## src/rtl/button_debounce_param_pkg.sv

```systemverilog
// Shared debounce definitions: per-channel FSM state encoding and counter sizing.
package debounce_pkg;

   typedef enum logic [1:0] {
      ST_IDLE      = 2'd0,
      ST_PRESS_CHK = 2'd1,
      ST_HELD      = 2'd2,
      ST_REL_CHK   = 2'd3
   } db_state_e;

   // One counter width covers both the stability window and the repeat intervals.
   function automatic int cnt_width(input int a, input int b, input int c);
      int m;
      m = (a > b) ? a : b;
      m = (m > c) ? m : c;
      return $clog2(m + 1);
   endfunction

endpackage

```

## src/rtl/button_debounce_param_channel.sv

```systemverilog
// One button channel: 2-FF synchroniser, stability-window FSM, level/strobe outputs.
// Auto-repeat pulses are built only when DEBOUNCE_AUTOREPEAT_EN is defined.
module debounce_channel
   import debounce_pkg::*;
#(
   parameter int STABLE_CYCLES = 50000,
   parameter int ACTIVE_LOW    = 1,
   parameter int REPEAT_DELAY  = 25000000,
   parameter int REPEAT_PERIOD = 5000000
) (
   input  logic clk,
   input  logic rst_n,
   input  logic btn_raw,
   output logic btn_level,
   output logic btn_press,
   output logic btn_release,
   output logic btn_repeat
);

   localparam int             CNT_W    = cnt_width(STABLE_CYCLES, REPEAT_DELAY, REPEAT_PERIOD);
   localparam logic           RAW_REL  = (ACTIVE_LOW != 0) ? 1'b1 : 1'b0;
   localparam logic [CNT_W-1:0] CNT_ONE  = CNT_W'(1);
   localparam logic [CNT_W-1:0] CNT_LAST = CNT_W'(STABLE_CYCLES - 1);

   logic             raw_meta_q, raw_sync_q;
   logic             btn_s;
   db_state_e        state_q;
   logic [CNT_W-1:0] cnt_q;
   logic             level_q, press_q, release_q;

   always_ff @(posedge clk) begin
      if (!rst_n) begin
         raw_meta_q <= RAW_REL;
         raw_sync_q <= RAW_REL;
      end else begin
         raw_meta_q <= btn_raw;
         raw_sync_q <= raw_meta_q;
      end
   end

   assign btn_s = raw_sync_q ^ RAW_REL;

   // Entering a check state loads 1: the cycle that triggered the exit already agrees.
   always_ff @(posedge clk) begin
      if (!rst_n) begin
         state_q   <= ST_IDLE;
         cnt_q     <= '0;
         level_q   <= 1'b0;
         press_q   <= 1'b0;
         release_q <= 1'b0;
      end else begin
         press_q   <= 1'b0;
         release_q <= 1'b0;
         case (state_q)
            ST_IDLE: begin
               if (btn_s) begin
                  state_q <= ST_PRESS_CHK;
                  cnt_q   <= CNT_ONE;
               end
            end
            ST_PRESS_CHK: begin
               if (!btn_s) begin
                  state_q <= ST_IDLE;
                  cnt_q   <= '0;
               end else if (cnt_q == CNT_LAST) begin
                  state_q <= ST_HELD;
                  cnt_q   <= '0;
                  press_q <= 1'b1;
                  level_q <= 1'b1;
               end else begin
                  cnt_q <= cnt_q + CNT_ONE;
               end
            end
            ST_HELD: begin
               if (!btn_s) begin
                  state_q <= ST_REL_CHK;
                  cnt_q   <= CNT_ONE;
               end
            end
            ST_REL_CHK: begin
               if (btn_s) begin
                  state_q <= ST_HELD;
                  cnt_q   <= '0;
               end else if (cnt_q == CNT_LAST) begin
                  state_q   <= ST_IDLE;
                  cnt_q     <= '0;
                  release_q <= 1'b1;
                  level_q   <= 1'b0;
               end else begin
                  cnt_q <= cnt_q + CNT_ONE;
               end
            end
            default: begin
               state_q <= ST_IDLE;
               cnt_q   <= '0;
            end
         endcase
      end
   end

   assign btn_level   = level_q;
   assign btn_press   = press_q;
   assign btn_release = release_q;

`ifdef DEBOUNCE_AUTOREPEAT_EN
   localparam logic [CNT_W-1:0] REP_FIRST = CNT_W'(REPEAT_DELAY - 1);
   localparam logic [CNT_W-1:0] REP_NEXT  = CNT_W'(REPEAT_PERIOD - 1);

   logic [CNT_W-1:0] rep_cnt_q;
   logic             rep_armed_q, rep_q;
   logic             rep_run;

   // Counting stops on the same edge HELD is left, so a release never overlaps a repeat.
   assign rep_run = (state_q == ST_HELD) && btn_s;

   always_ff @(posedge clk) begin
      if (!rst_n) begin
         rep_cnt_q   <= '0;
         rep_armed_q <= 1'b0;
         rep_q       <= 1'b0;
      end else begin
         rep_q <= 1'b0;
         if (!rep_run) begin
            rep_cnt_q   <= '0;
            rep_armed_q <= 1'b0;
         end else if (rep_cnt_q == (rep_armed_q ? REP_NEXT : REP_FIRST)) begin
            rep_cnt_q   <= '0;
            rep_armed_q <= 1'b1;
            rep_q       <= 1'b1;
         end else begin
            rep_cnt_q <= rep_cnt_q + CNT_ONE;
         end
      end
   end

   assign btn_repeat = rep_q;
`else
   assign btn_repeat = 1'b0;
`endif

endmodule

```

## src/rtl/button_debounce_param.sv

```systemverilog
// Multi-channel push-button debouncer: WIDTH independent debounce_channel copies.
// Define DEBOUNCE_AUTOREPEAT_EN to enable auto-repeat pulses on btn_repeat.
module button_debounce_param
   import debounce_pkg::*;
#(
   parameter int WIDTH         = 2,
   parameter int STABLE_CYCLES = 50000,
   parameter int ACTIVE_LOW    = 1,
   parameter int REPEAT_DELAY  = 25000000,
   parameter int REPEAT_PERIOD = 5000000
) (
   input  logic             clk,
   input  logic             rst_n,
   input  logic [WIDTH-1:0] btn_raw,
   output logic [WIDTH-1:0] btn_level,
   output logic [WIDTH-1:0] btn_press,
   output logic [WIDTH-1:0] btn_release,
   output logic [WIDTH-1:0] btn_repeat
);

   for (genvar i = 0; i < WIDTH; i++) begin : g_ch
      debounce_channel #(
         .STABLE_CYCLES (STABLE_CYCLES),
         .ACTIVE_LOW    (ACTIVE_LOW),
         .REPEAT_DELAY  (REPEAT_DELAY),
         .REPEAT_PERIOD (REPEAT_PERIOD)
      ) u_ch (
         .clk         (clk),
         .rst_n       (rst_n),
         .btn_raw     (btn_raw[i]),
         .btn_level   (btn_level[i]),
         .btn_press   (btn_press[i]),
         .btn_release (btn_release[i]),
         .btn_repeat  (btn_repeat[i])
      );
   end

endmodule

```

## config.mk

```make
export PLATFORM = sky130hd
export DESIGN_NAME = button_debounce_param
export DESIGN_NICKNAME = d
export VERILOG_FILES = /design/src/rtl/button_debounce_param_pkg.sv /design/src/rtl/button_debounce_param_channel.sv /design/src/rtl/button_debounce_param.sv
export SDC_FILE = /design/constraint.sdc
export NUM_CORES = 1
export LEC_CHECK = 0
export ABC_AREA = 1
export BUFFER_PORTS_ARGS = -buffer_cell sky130_fd_sc_hd__buf_2
export CORE_MARGIN = 3
export CORE_UTILIZATION = 55
export DETAILED_ROUTE_END_ITERATION = 8
export HOLD_SLACK_MARGIN = 0.06
export PLACE_DENSITY = 0.76
export SLEW_MARGIN = 20
export SYNTH_ARGS = -nofsm -noshare
export SYNTH_HDL_FRONTEND = slang
export SYNTH_HIERARCHICAL = 1
export SYNTH_SLANG_ARGS = --single-unit
```

## constraint.sdc

```tcl
create_clock -name clk -period 1.84 [get_ports clk]
set_clock_uncertainty 0.1 [all_clocks]
set_input_delay 0.092 -clock clk [delete_from_list [all_inputs] [get_ports clk]]
set_output_delay 0.092 -clock clk [all_outputs]
set_load 0.02 [all_outputs]
```

==> flow_summary.json <==
{
  "clockBufferDepth": 2,
  "max_cap_viol_count": 0,
  "synth-simple-area-share_pct": 43.9,
  "finalSetupTns_ns": 0,
  "h-tree-depth": 3,
  "fin_crit_ns": 1.79,
  "muxShareOfSynthArea_pct": 0,
  "synth_xor_area_share_pct": 0.666,
  "total_leakage_power_nw": 1.81,
  "drt_iter0_markers": 381,
  "ys.flop_type": "dfxtp_1",
  "final_cell_mix": "nand2_1, inv_1, nor2_1",
  "path_class": "flip-flop to flip-flop",
  "syn_avg_cell_area_um2": 6.23,
  "syn-num-nets": 639,
  "drt-total-wl_um": 10000,
  "io_buffers": 9,
  "yosysUniqueCellTypes": 33,
  "start_util_pct": 57.4,
  "cts.sinks": 64,
  "cp-start-kind": "flip-flop",
  "ant_nets": 0,
  "syn_area_um2": 3940,
  "cp.required_ns": 1.96,
  "synth_edf_count": 0,
  "row_count": 30,
  "wire_per_inst_um": 12.9,
  "final_common_cell": "nand2_1",
  "gp_congestion": 0.941,
  "synth_top_family_by_area": "simple AND/OR/NAND/NOR gates",
  "drv_slew": 0,
  "synthArstFlopShare_pct": 0,
  "r2r_start": "g_ch[1].u_ch/cnt_q[1]",
  "min_from": "g_ch[0].u_ch/raw_meta_q",
  "grt_pass1_vias": 3622,
  "grt-ovfl-total": 0,
  "grt_use_total_pct": 23.9,
  "cp-end-kind": "flip-flop",
  "finalInstanceArea_um2": 4630,
  "finalNetCount": 679,
  "place_area_um2": 4230,
  "crit_arrival_ns": 1.92,
  "clk_latency_ns": 0.33,
  "fin_crit_sh_pct": 97.3,
  "max_freq_ghz": 0.558,
  "synth_cells": 633,
  "outcome": "finished, final reports clean",
  "hold_violations": 0,
  "final_layout_size_suffix_gt1_share_pct": 18.2,
  "cts_tree": "done",
  "crit_start": "g_ch[1].u_ch/cnt_q[1]",
  "seq_area_frac_synth_pct": 32.5,
  "grt_start_max_net_pins": 26,
  "vias": 4126,
  "cp_max_fo": 5,
  "ioPinCount": 12,
  "hold_class": "flip-flop to flip-flop",
  "routed_via_density": 5.34,
  "max-vdd-ir-drop_mv": 0.637,
  "die_y_um": 90.7,
  "p_per_area_nw_per_um2": 684,
  "path_clk_slew_ns": 0.07,
  "ys_ff_latch": 64,
  "diodes": 0,
  "dieWidth_um": 90.7,
  "grt_pass1_wl_um": 16300,
  "die_area_um2": 8220,
  "antenna_found_initial": 0,
  "setup_slack_ns": 0.0488,
  "yosys.area_share.adder_pct": 0.635,
  "drc_errors": 0,
  "area_growth_pct": 17.5,
  "dp_hpwl_um": 6930,
  "post-place-ws_ns": 0.0369,
  "clock-root-buffer": "clkbuf_8",
  "finalSetupViolations": 0,
  "synth_compound_area_share_pct": 11.8,
  "cts_buffers": 9,
  "post-route-util_pct": 67.4,
  "yosysWarnings": 6,
  "core_um2": 6870,
  "drtPass1Iterations": 6
}
-- flip-flops by register name, indices dropped and copies added (netlist names), named ones only --
register               count
g_ch.u_ch/raw_sync_q       2
g_ch.u_ch/raw_meta_q       2
g_ch.u_ch/btn_press        2
g_ch.u_ch/state_q          2
g_ch.u_ch/btn_release      2
g_ch.u_ch/cnt_q           50
g_ch.u_ch/btn_level        2
-- cell usage after synthesis (2+ instances only) --
cell      count  area [um^2]
nand2_1     202          758
nand3b_1      2         15.0
o21ai_0      30          150
inv_1        76          285
nor2_4        5         56.3
buf_6         3         33.8
nand2_2       3         18.8
a31oi_1       2         12.5
nand3_1      48          240
nor2_1       77          289
a21oi_2      12          105
nand3_2      12          120
nor3_1       15         75.1
dfxtp_1      64         1280
a21oi_1      30          150
buf_2         6         30.0
buf_4         4         30.0
buf_1         3         11.3
conb_1        2         7.51
or2_2         6         37.5
nor2_2        7         43.8
o21ai_2       2         17.5
ha_1          2         25.0
xnor2_1       2         17.5
nand4_1       8         50.1
o21bai_1      2         15.0
inv_2         2         7.51
-- power breakdown --
group	total, mW	switching [mW]	internal [mW]
registers	1.43	0.0229	1.41
logic	0.379	0.235	0.144
clock network	1.36	0.528	0.828
-- metrics by stage --
step	instances	power, mW	hold slack [ns]
4_1_cts	767	3.17	0.316
6_report	773	3.17	0.315
3_3_place_gp	749	1.80	0.176
2_1_floorplan	633	1.69	0.0986
3_5_place_dp	749	1.81	0.180
5_1_grt	773	3.31	0.324
-- cell families after synthesis --
| group | count (synthesis) |
|---|---|
| simple gates | 387 |
| buf+inv | 96 |
| compound gates | 79 |
| flops | 64 |
| xor+xnor | 3 |
| fa+ha+maj | 2 |
| other cells | 2 |
-- path summary, 6_finish.rpt --
kind,end,slack [ns],cells past startpoint
setup reg to reg,g_ch[1].u_ch/cnt_q[24],0.05,10
hold reg to reg,g_ch[0].u_ch/raw_sync_q,0.31,1
hold / removal,g_ch[0].u_ch/raw_sync_q,0.31,1
setup / recovery,g_ch[1].u_ch/cnt_q[24],0.05,10
-- area by class of cell --
| type | count | area, um^2 |
|---|---|---|
| Inverter | 79 | 297 |
| Clock inverter | 3 | 65.1 |
| Sequential cell | 64 | 1280 |
| Clock buffer | 12 | 155 |
| Timing Repair Buffer | 46 | 398 |
| Fill cell | 570 | 2240 |
| Multi-Input combinational cell | 473 | 2310 |
| Tap cell | 96 | 120 |
-- routing by layer --
metal	up-vias	track usage, %	wire length [um]
met4	0	9.31	178
met3	21	3.08	758
li1	2074	-	-
met5	-	0	0
met2	181	36.1	4390
met1	1850	34.5	4690
-- critical path: stages, from the launching register on --
cell and delay [ns]:
dfxtp_1 0.36, ha_2 0.20, nand2_1 0.10, nor2_4 0.16, nand3_2 0.11, nor2_4 0.16, nor2_4 0.06, buf_4 0.16
buf_12 0.13, nand2_1 0.08, a21oi_1 0.06
-- repair_timing --
item	4_1_cts	5_1_grt
setup buffers	0	5
hold endpoints to repair	7	0
endpoints found under the setup margin	0	41
gates resized for setup	0	19
hold buffers	3	0
No activity file was read; power rests on OpenSTA's default activity.
